**config.mk**
```make
export PLATFORM = sky130hd
export DESIGN_NAME = burst_deserializer_flat
export DESIGN_NICKNAME = d
export VERILOG_FILES = /design/src/rtl/konverter_pkg.sv /design/src/rtl/burst_deserializer_if.sv /design/src/rtl/bit_sync.sv /design/src/rtl/deser_fifo2.sv /design/src/rtl/burst_deserializer.sv /design/src/flat_wrapper.sv
export SDC_FILE = /design/constraint.sdc
export NUM_CORES = 1
export LEC_CHECK = 0
export ABC_AREA = 1
export CAP_MARGIN = 20
export CORE_MARGIN = 1.5
export CORE_UTILIZATION = 40
export CTS_CLUSTER_DIAMETER = 40
export DETAILED_ROUTE_END_ITERATION = 7
export SYNTH_ARGS = -nofsm -noshare
export SYNTH_HDL_FRONTEND = slang
export SYNTH_SLANG_ARGS = --single-unit
```
**constraint.sdc**
```tcl
create_clock -name clk -period 1.9 [get_ports clk]
set_input_delay 0.19 -clock clk [delete_from_list [all_inputs] [get_ports clk]]
set_output_delay 0.19 -clock clk [all_outputs]
set_load 0.03 [all_outputs]
```
**src/rtl/konverter_pkg.sv**
```systemverilog
// Shared constants and types for the burst deserializer slice: default sizing,
// the receive state encoding and the frame-counter width.
package konverter_pkg;

  localparam int DEF_WORD_BITS   = 32;
  localparam int DEF_SYNC_STAGES = 2;
  localparam int FRAME_CNT_W     = 8;

  typedef enum logic [1:0] {
    ARMWAIT,
    IDLE,
    SHIFT,
    TAIL
  } deser_state_e;

  // Width needed to hold the values 0..n inclusive.
  function automatic int cnt_width(input int n);
    return $clog2(n + 1);
  endfunction

endpackage

```
**src/rtl/burst_deserializer_if.sv**
```systemverilog
// Burst input and word-output bundle of the burst deserializer. The master side
// is the upstream burst source plus the word consumer; the slave side is the deserializer.
interface burst_deserializer_if #(
  parameter int WORD_BITS = konverter_pkg::DEF_WORD_BITS
);

  logic                                 burst_en;
  logic                                 burst_clk;
  logic                                 burst_data;
  logic [WORD_BITS-1:0]                 out_data;
  logic                                 out_valid;
  logic                                 out_ready;
  logic [konverter_pkg::FRAME_CNT_W-1:0] frame_cnt;
  logic                                 busy;
  logic                                 err_len;
  logic                                 err_ovf;
  logic                                 err_clr;

  modport master (
    output burst_en, burst_clk, burst_data, out_ready, err_clr,
    input  out_data, out_valid, frame_cnt, busy, err_len, err_ovf
  );

  modport slave (
    input  burst_en, burst_clk, burst_data, out_ready, err_clr,
    output out_data, out_valid, frame_cnt, busy, err_len, err_ovf
  );

endinterface

```
**src/rtl/bit_sync.sv**
```systemverilog
// Single-bit synchronizer: a chain of STAGES flops bringing an asynchronous
// level into the clk domain. Resets to 0.
module bit_sync #(
  parameter int STAGES = 2
) (
  input  logic clk,
  input  logic reset_n,
  input  logic d_i,
  output logic q_o
);

  logic [STAGES-1:0] sync_q;

  // NOTE: non-blocking (<=) in clocked blocks so each flop samples its neighbour's pre-edge value.
  always_ff @(posedge clk or negedge reset_n) begin
    if (!reset_n) begin
      sync_q <= '0;
    end else begin
      sync_q <= {sync_q[STAGES-2:0], d_i};
    end
  end

  assign q_o = sync_q[STAGES-1];

endmodule

```
**src/rtl/deser_fifo2.sv**
```systemverilog
// Two-entry valid/ready word buffer built as a head and a tail register, so
// data_o/valid_o come straight from flops and the head is held until popped.
module deser_fifo2 #(
  parameter int WIDTH = 32
) (
  input  logic             clk,
  input  logic             reset_n,
  input  logic             push_i,
  input  logic [WIDTH-1:0] push_data_i,
  input  logic             ready_i,
  output logic [WIDTH-1:0] data_o,
  output logic             valid_o,
  output logic             accept_o,
  output logic             ovf_o
);

  logic [WIDTH-1:0] head_q, head_d, tail_q, tail_d;
  logic             head_v_q, head_v_d, tail_v_q, tail_v_d;
  logic             pop, full;

  assign pop  = head_v_q & ready_i;
  assign full = head_v_q & tail_v_q;

  // A pop in the push cycle frees a slot first, so a full buffer still accepts.
  assign accept_o = push_i & (~full | pop);
  assign ovf_o    = push_i & full & ~pop;

  // NOTE: every always_comb output is given a default first, so no path can infer a latch.
  always_comb begin
    head_d   = head_q;
    tail_d   = tail_q;
    head_v_d = head_v_q;
    tail_v_d = tail_v_q;
    if (pop) begin
      head_d   = tail_q;
      head_v_d = tail_v_q;
      tail_v_d = 1'b0;
    end
    if (accept_o) begin
      if (!head_v_d) begin
        head_d   = push_data_i;
        head_v_d = 1'b1;
      end else begin
        tail_d   = push_data_i;
        tail_v_d = 1'b1;
      end
    end
  end

  // NOTE: the data registers are reset too, because out_data must read 0 out of reset.
  always_ff @(posedge clk or negedge reset_n) begin
    if (!reset_n) begin
      head_q   <= '0;
      tail_q   <= '0;
      head_v_q <= 1'b0;
      tail_v_q <= 1'b0;
    end else begin
      head_q   <= head_d;
      tail_q   <= tail_d;
      head_v_q <= head_v_d;
      tail_v_q <= tail_v_d;
    end
  end

  assign data_o  = head_q;
  assign valid_o = head_v_q;

endmodule

```
**src/rtl/burst_deserializer.sv**
```systemverilog
// Recovers one WORD_BITS word per gated burst_clk burst in the clk domain and
// hands it to a two-entry output buffer, flagging malformed bursts and overflow.
module burst_deserializer
  import konverter_pkg::*;
#(
  parameter int WORD_BITS   = DEF_WORD_BITS,
  parameter int SYNC_STAGES = DEF_SYNC_STAGES,
  parameter bit MSB_FIRST   = 1'b1
) (
  input  logic                clk,
  input  logic                reset_n,
  burst_deserializer_if.slave bus
);

  localparam int CNT_W = cnt_width(WORD_BITS);
  localparam int ARM_W = cnt_width(SYNC_STAGES);

  logic                   en_s, ck_s, d_s;
  logic                   ck_s_d1_q;
  logic                   ck_rise;
  deser_state_e           state_q, state_d;
  logic [CNT_W-1:0]       cnt_q, cnt_d;
  logic [ARM_W-1:0]       arm_q, arm_d;
  logic                   arm_done;
  logic [WORD_BITS-1:0]   sreg_q, sreg_d, shift_in;
  logic                   push, push_accept, push_ovf, len_err;
  logic                   err_len_q, err_len_d, err_ovf_q, err_ovf_d;
  logic [FRAME_CNT_W-1:0] frame_q, frame_d;

  bit_sync #(.STAGES(SYNC_STAGES)) u_sync_en (
    .clk     (clk),
    .reset_n (reset_n),
    .d_i     (bus.burst_en),
    .q_o     (en_s)
  );

  bit_sync #(.STAGES(SYNC_STAGES)) u_sync_ck (
    .clk     (clk),
    .reset_n (reset_n),
    .d_i     (bus.burst_clk),
    .q_o     (ck_s)
  );

  bit_sync #(.STAGES(SYNC_STAGES)) u_sync_d (
    .clk     (clk),
    .reset_n (reset_n),
    .d_i     (bus.burst_data),
    .q_o     (d_s)
  );

  assign ck_rise = ck_s & ~ck_s_d1_q;

  if (MSB_FIRST) begin : g_msb_first
    assign shift_in = (sreg_q << 1) | WORD_BITS'(d_s);
  end else begin : g_lsb_first
    assign shift_in = (sreg_q >> 1) | {d_s, {(WORD_BITS-1){1'b0}}};
  end

  // The synchronizers come out of reset at 0, so en_s only reflects the real
  // burst_en once the chain has refilled; until then ARMWAIT must not trust it.
  assign arm_done = (arm_q == ARM_W'(SYNC_STAGES));

  always_comb begin
    state_d = state_q;
    cnt_d   = cnt_q;
    sreg_d  = sreg_q;
    push    = 1'b0;
    len_err = 1'b0;
    case (state_q)
      ARMWAIT: begin
        if (arm_done && !en_s) state_d = IDLE;
      end
      IDLE: begin
        if (en_s) begin
          state_d = SHIFT;
          cnt_d   = '0;
          sreg_d  = '0;
        end
      end
      SHIFT: begin
        // Enable falling wins over a coincident edge; the partial word is dropped.
        if (!en_s) begin
          len_err = 1'b1;
          state_d = IDLE;
        end else if (ck_rise) begin
          sreg_d = shift_in;
          cnt_d  = cnt_q + CNT_W'(1);
          if (cnt_q == CNT_W'(WORD_BITS - 1)) begin
            push    = 1'b1;
            state_d = TAIL;
          end
        end
      end
      TAIL: begin
        if (!en_s) begin
          state_d = IDLE;
        end else if (ck_rise) begin
          len_err = 1'b1;
        end
      end
      default: state_d = ARMWAIT;
    endcase
  end

  // Set beats clear when both land in the same cycle.
  always_comb begin
    err_len_d = len_err | (err_len_q & ~bus.err_clr);
    err_ovf_d = push_ovf | (err_ovf_q & ~bus.err_clr);
    frame_d   = push_accept ? frame_q + FRAME_CNT_W'(1) : frame_q;
    arm_d     = arm_done ? arm_q : arm_q + ARM_W'(1);
  end

  always_ff @(posedge clk or negedge reset_n) begin
    if (!reset_n) begin
      state_q   <= ARMWAIT;
      cnt_q     <= '0;
      arm_q     <= '0;
      sreg_q    <= '0;
      ck_s_d1_q <= 1'b0;
      err_len_q <= 1'b0;
      err_ovf_q <= 1'b0;
      frame_q   <= '0;
    end else begin
      state_q   <= state_d;
      cnt_q     <= cnt_d;
      arm_q     <= arm_d;
      sreg_q    <= sreg_d;
      ck_s_d1_q <= ck_s;
      err_len_q <= err_len_d;
      err_ovf_q <= err_ovf_d;
      frame_q   <= frame_d;
    end
  end

  // The completed word goes straight from the shift path into the buffer, so it
  // is visible on out_data one cycle after the last ck_rise.
  deser_fifo2 #(.WIDTH(WORD_BITS)) u_fifo (
    .clk         (clk),
    .reset_n     (reset_n),
    .push_i      (push),
    .push_data_i (shift_in),
    .ready_i     (bus.out_ready),
    .data_o      (bus.out_data),
    .valid_o     (bus.out_valid),
    .accept_o    (push_accept),
    .ovf_o       (push_ovf)
  );

  assign bus.frame_cnt = frame_q;
  assign bus.busy      = (state_q == SHIFT);
  assign bus.err_len   = err_len_q;
  assign bus.err_ovf   = err_ovf_q;

endmodule

```
**src/flat_wrapper.sv**
```systemverilog
// flat-port wrapper written by rule: the top's interface ports become plain ports
module burst_deserializer_flat import konverter_pkg::*;
#(
  parameter int WORD_BITS   = DEF_WORD_BITS,
  parameter int SYNC_STAGES = DEF_SYNC_STAGES,
  parameter bit MSB_FIRST   = 1'b1
)
  (clk, reset_n, bus_burst_en, bus_burst_clk, bus_burst_data, bus_out_ready, bus_err_clr, bus_out_data, bus_out_valid, bus_frame_cnt, bus_busy, bus_err_len, bus_err_ovf);
  burst_deserializer_if #(.WORD_BITS(WORD_BITS)) bus_i ();
  input  logic clk;
  input  logic reset_n;
  input wire logic [$bits(bus_i.burst_en)-1:0] bus_burst_en;
  input wire logic [$bits(bus_i.burst_clk)-1:0] bus_burst_clk;
  input wire logic [$bits(bus_i.burst_data)-1:0] bus_burst_data;
  input wire logic [$bits(bus_i.out_ready)-1:0] bus_out_ready;
  input wire logic [$bits(bus_i.err_clr)-1:0] bus_err_clr;
  output wire logic [$bits(bus_i.out_data)-1:0] bus_out_data;
  output wire logic [$bits(bus_i.out_valid)-1:0] bus_out_valid;
  output wire logic [$bits(bus_i.frame_cnt)-1:0] bus_frame_cnt;
  output wire logic [$bits(bus_i.busy)-1:0] bus_busy;
  output wire logic [$bits(bus_i.err_len)-1:0] bus_err_len;
  output wire logic [$bits(bus_i.err_ovf)-1:0] bus_err_ovf;
  assign bus_i.burst_en = bus_burst_en;
  assign bus_i.burst_clk = bus_burst_clk;
  assign bus_i.burst_data = bus_burst_data;
  assign bus_i.out_ready = bus_out_ready;
  assign bus_i.err_clr = bus_err_clr;
  assign bus_out_data = bus_i.out_data;
  assign bus_out_valid = bus_i.out_valid;
  assign bus_frame_cnt = bus_i.frame_cnt;
  assign bus_busy = bus_i.busy;
  assign bus_err_len = bus_i.err_len;
  assign bus_err_ovf = bus_i.err_ovf;
  burst_deserializer #(.WORD_BITS(WORD_BITS), .SYNC_STAGES(SYNC_STAGES), .MSB_FIRST(MSB_FIRST)) u_core (.clk(clk), .reset_n(reset_n), .bus(bus_i));
endmodule
```
==> impl_metrics.json <==
{
  "outcome": "completed",
  "setup_viol": 0,
  "max_stage_delay_ns": 0.71,
  "crit_fanout": 7,
  "sw_frac_of_total_pct": 23.3,
  "worst_slack_ns": 0.114,
  "synth_edf_count": 0,
  "finalClockSkew_ns": 0.0117,
  "ir_drop_uv": 634,
  "grt_pass1_wl_mm": 22.7,
  "antenna_cells_inserted": 0,
  "leakage_nw": 3.63,
  "start_kind": "register",
  "muxShareOfSynthArea_pct": 0,
  "p_comb_share_pct": 8.3,
  "hp-class": "in -> reg",
  "gp_congestion": 0.851,
  "hpwl_mm": 8.47,
  "grt_max_degree": 40,
  "design_area_mm2": 0.00700,
  "port_buffers": 50,
  "syn-num-nets": 687,
  "intPower_mw": 4.74,
  "path_cells": "clkdlybuf4s50_1",
  "die_x_um": 122,
  "synthSimpleGateAreaFrac_pct": 30.5,
  "p_sw_mw": 1.44,
  "grtUsageTotal_pct": 19.7,
  "synth_compound_area_share_pct": 4.63,
  "ys_types": 29,
  "cts_made_buffers": 17,
  "seq_power_share_pct": 44.3,
  "finalNetCount": 749,
  "h-tree-depth": 4,
  "critPathTopFamily": "buffers and inverters",
  "syn_area_mm2": 0.00567,
  "cts_tree": "done",
  "period_share_pct": 94.0,
  "place_area_mm2": 0.00642,
  "synthXorXnorAreaFrac_pct": 0.617,
  "top_level_ports": 51,
  "setup_tns_ns": 0,
  "viasPerCell": 4.99,
  "fp.dieArea_mm2": 0.0149,
  "grt_pass1_vias": 4592,
  "grt_setup_unrepaired": "no",
  "synth_ff_type": "dfrtp_1",
  "powerDensity_mw_per_mm2": 883,
  "fmax_ghz": 0.560,
  "slowest_stage": "clkdlybuf4s50_1",
  "maxCapViolCount": 0,
  "coreArea_mm2": 0.0139,
  "start_util_pct": 40.9,
  "crit_arrival_ns": 1.60,
  "synth_warnings": 0,
  "avgSynthCellArea_um2": 8.43,
  "syn_to_final_growth_pct": 23.3,
  "fin_util_pct": 50.4,
  "wire_per_inst_um": 14.1,
  "fillers": 1303,
  "routed-via-count": 4620,
  "drc": 0,
  "p_clk_share_pct": 47.4,
  "path_clk_slew_ns": 0.05,
  "drt_iter0_markers": 345,
  "dp_slack_ns": 0.113,
  "synthAdderAreaFrac_pct": 1.54,
  "clockRootBuffer": "clkbuf_16",
  "crit_type": "reg -> out",
  "endpoint_kind": "primary output",
  "required_ns": 1.71,
  "overflow": 0,
  "cts.sinks": 124,
  "antenna_found_initial": 0,
  "finalHoldViolCount": 0,
  "synth-seq-area-share_pct": 54.7,
  "fin_crit_ns": 1.79,
  "fp-row-count": 43,
  "maxSlewViolCount": 0,
  "async_flop_share_pct": 100,
  "drive_above_1_share_pct": 9.66,
  "insertion_delay_ns": 0.42,
  "synthCells": 673,
  "ys_seq_elements": 124,
  "cp.buffers_inverters": 1,
  "ant_nets": 0,
  "first_pass_iters": 6,
  "finalPower_mw": 6.18,
  "synth_top_family_by_area": "simple AND/OR/NAND/NOR gates",
  "max_slew_margin_pct": 67.0,
  "clk_path_buf_depth": 2,
  "routed_wl_mm": 13.0,
  "worst_pin_slew_ns": 0.495,
  "die_h_um": 122
}
==> repair_timing <==
item	CTS	global route
setup endpoints to repair	1	28
hold buffers	1	0
resized for setup	1	1
pin swaps	0	1
endpoints found under the hold margin	31	0
setup buffers	0	3
==> power by group through the flow <==
stage	clock (mW)	sequential (mW)	combinational, mW
finish	2.93	2.74	0.513
global placement	0	2.77	0.501
detailed placement	0	2.78	0.510
CTS	2.98	2.73	0.512
global route	3.11	2.74	0.575
floorplan	0	2.78	0.308
==> final cells by class <==
| cell class | instances | area, um2 | area share (%) |
|---|---|---|---|
| clock buffer | 27 | 493 | 7.05 |
| clock inverter | 2 | 35.0 | 0.501 |
| inverter | 60 | 225 | 3.22 |
| multi-input combinational | 452 | 2120 | 30.2 |
| sequential | 124 | 3100 | 44.4 |
| tap | 180 | 225 | 3.22 |
| timing repair buffer | 80 | 797 | 11.4 |
==> synthesized netlist by cell type (2+ instances only) <==
cell,number,area [um2]
o21ai_1,7,35.0
xor2_1,3,26.3
clkbuf_1,9,33.8
nand3_1,48,240
inv_1,53,199
nor2_4,3,33.8
ha_1,7,87.6
o21ai_0,6,30.0
dfrtp_1,124,3100
nand4_1,37,231
inv_2,6,22.5
buf_2,10,50.1
nor2_1,6,22.5
o22ai_1,26,163
buf_1,3,11.3
or2_2,2,12.5
buf_4,9,67.6
nand2_2,2,12.5
nand2_1,297,1110
buf_6,6,67.6
==> state kept, by name, indices dropped and copies added (netlist names), 2 cells and up <==
| name | flops |
|---|---|
| u_core.bus.frame_cnt | 8 |
| u_core.sreg_q | 31 |
| u_core.u_sync_d.sync_q | 2 |
| u_core.u_fifo.data_o | 32 |
| u_core.u_sync_en.sync_q | 2 |
| u_core.u_fifo.tail_q | 32 |
| u_core.cnt_q | 6 |
| u_core.state_q | 2 |
| u_core.arm_q | 2 |
| u_core.u_sync_ck.sync_q | 2 |
==> logic make-up after synthesis <==
logic type               Yosys count
AND/OR/NAND/NOR                  399
flip-flops                       124
buffers and inverters             97
AO/OA/AOI/OAI                     42
adder cells (fa/ha/maj)            7
XOR/XNOR                           4
==> per-layer routing <==
| metal | wire (um) | GRT usage [%] | share of wire, % | vias up |
|---|---|---|---|---|
| met5 | 0 | 0 | 0 | - |
| met4 | 256 | 8.36 | 2.0 | 0 |
| li1 | - | - | - | 2286 |
| met2 | 6130 | 31.9 | 47 | 107 |
| met1 | 6100 | 25.3 | 47 | 2206 |
| met3 | 510 | 4.87 | 3.9 | 21 |
==> final timing paths <==
kind | from | slack (ns) | to | depth (start not counted)
max | u_core.bus.frame_cnt[2] | 0.11 | bus_frame_cnt[2] | 1
min | bus_burst_data | 0.21 | u_core.u_sync_d.sync_q[0] | 1
max reg2reg | u_core.state_q[0] | 0.15 | u_core.u_fifo.tail_q[14] | 9
min reg2reg | u_core.u_sync_ck.sync_q[0] | 0.35 | u_core.u_sync_ck.sync_q[1] | 0
max in group asynchronous | reset_n | 0.92 | u_core.arm_q[0] | 3
min in group asynchronous | reset_n | 0.30 | u_core.u_fifo.tail_q[2] | 2
==> cell usage in the layout, fill, tap and decap left out, types with 2 or more instances in the layout <==
master,n
buf_12,6
buf_4,25
clkbuf_1,7
clkbuf_16,17
clkbuf_8,3
clkdlybuf4s50_1,47
dfrtp_1,123
ha_1,7
inv_1,53
inv_2,6
nand2_1,297
nand2_2,2
nand3_1,48
nand4_1,37
nor2_1,6
nor2_4,3
o21ai_0,6
o21ai_1,7
o22ai_1,26
or2_2,2
xor2_1,3
==> metrics by stage <==
step	cells	hold WS [ns]
floorplan	673	-0.106
global placement	892	0.181
detailed placement	892	0.187
CTS	922	0.198
global route	925	0.200
finish	925	0.213
(Power assumes the default switching activity.)
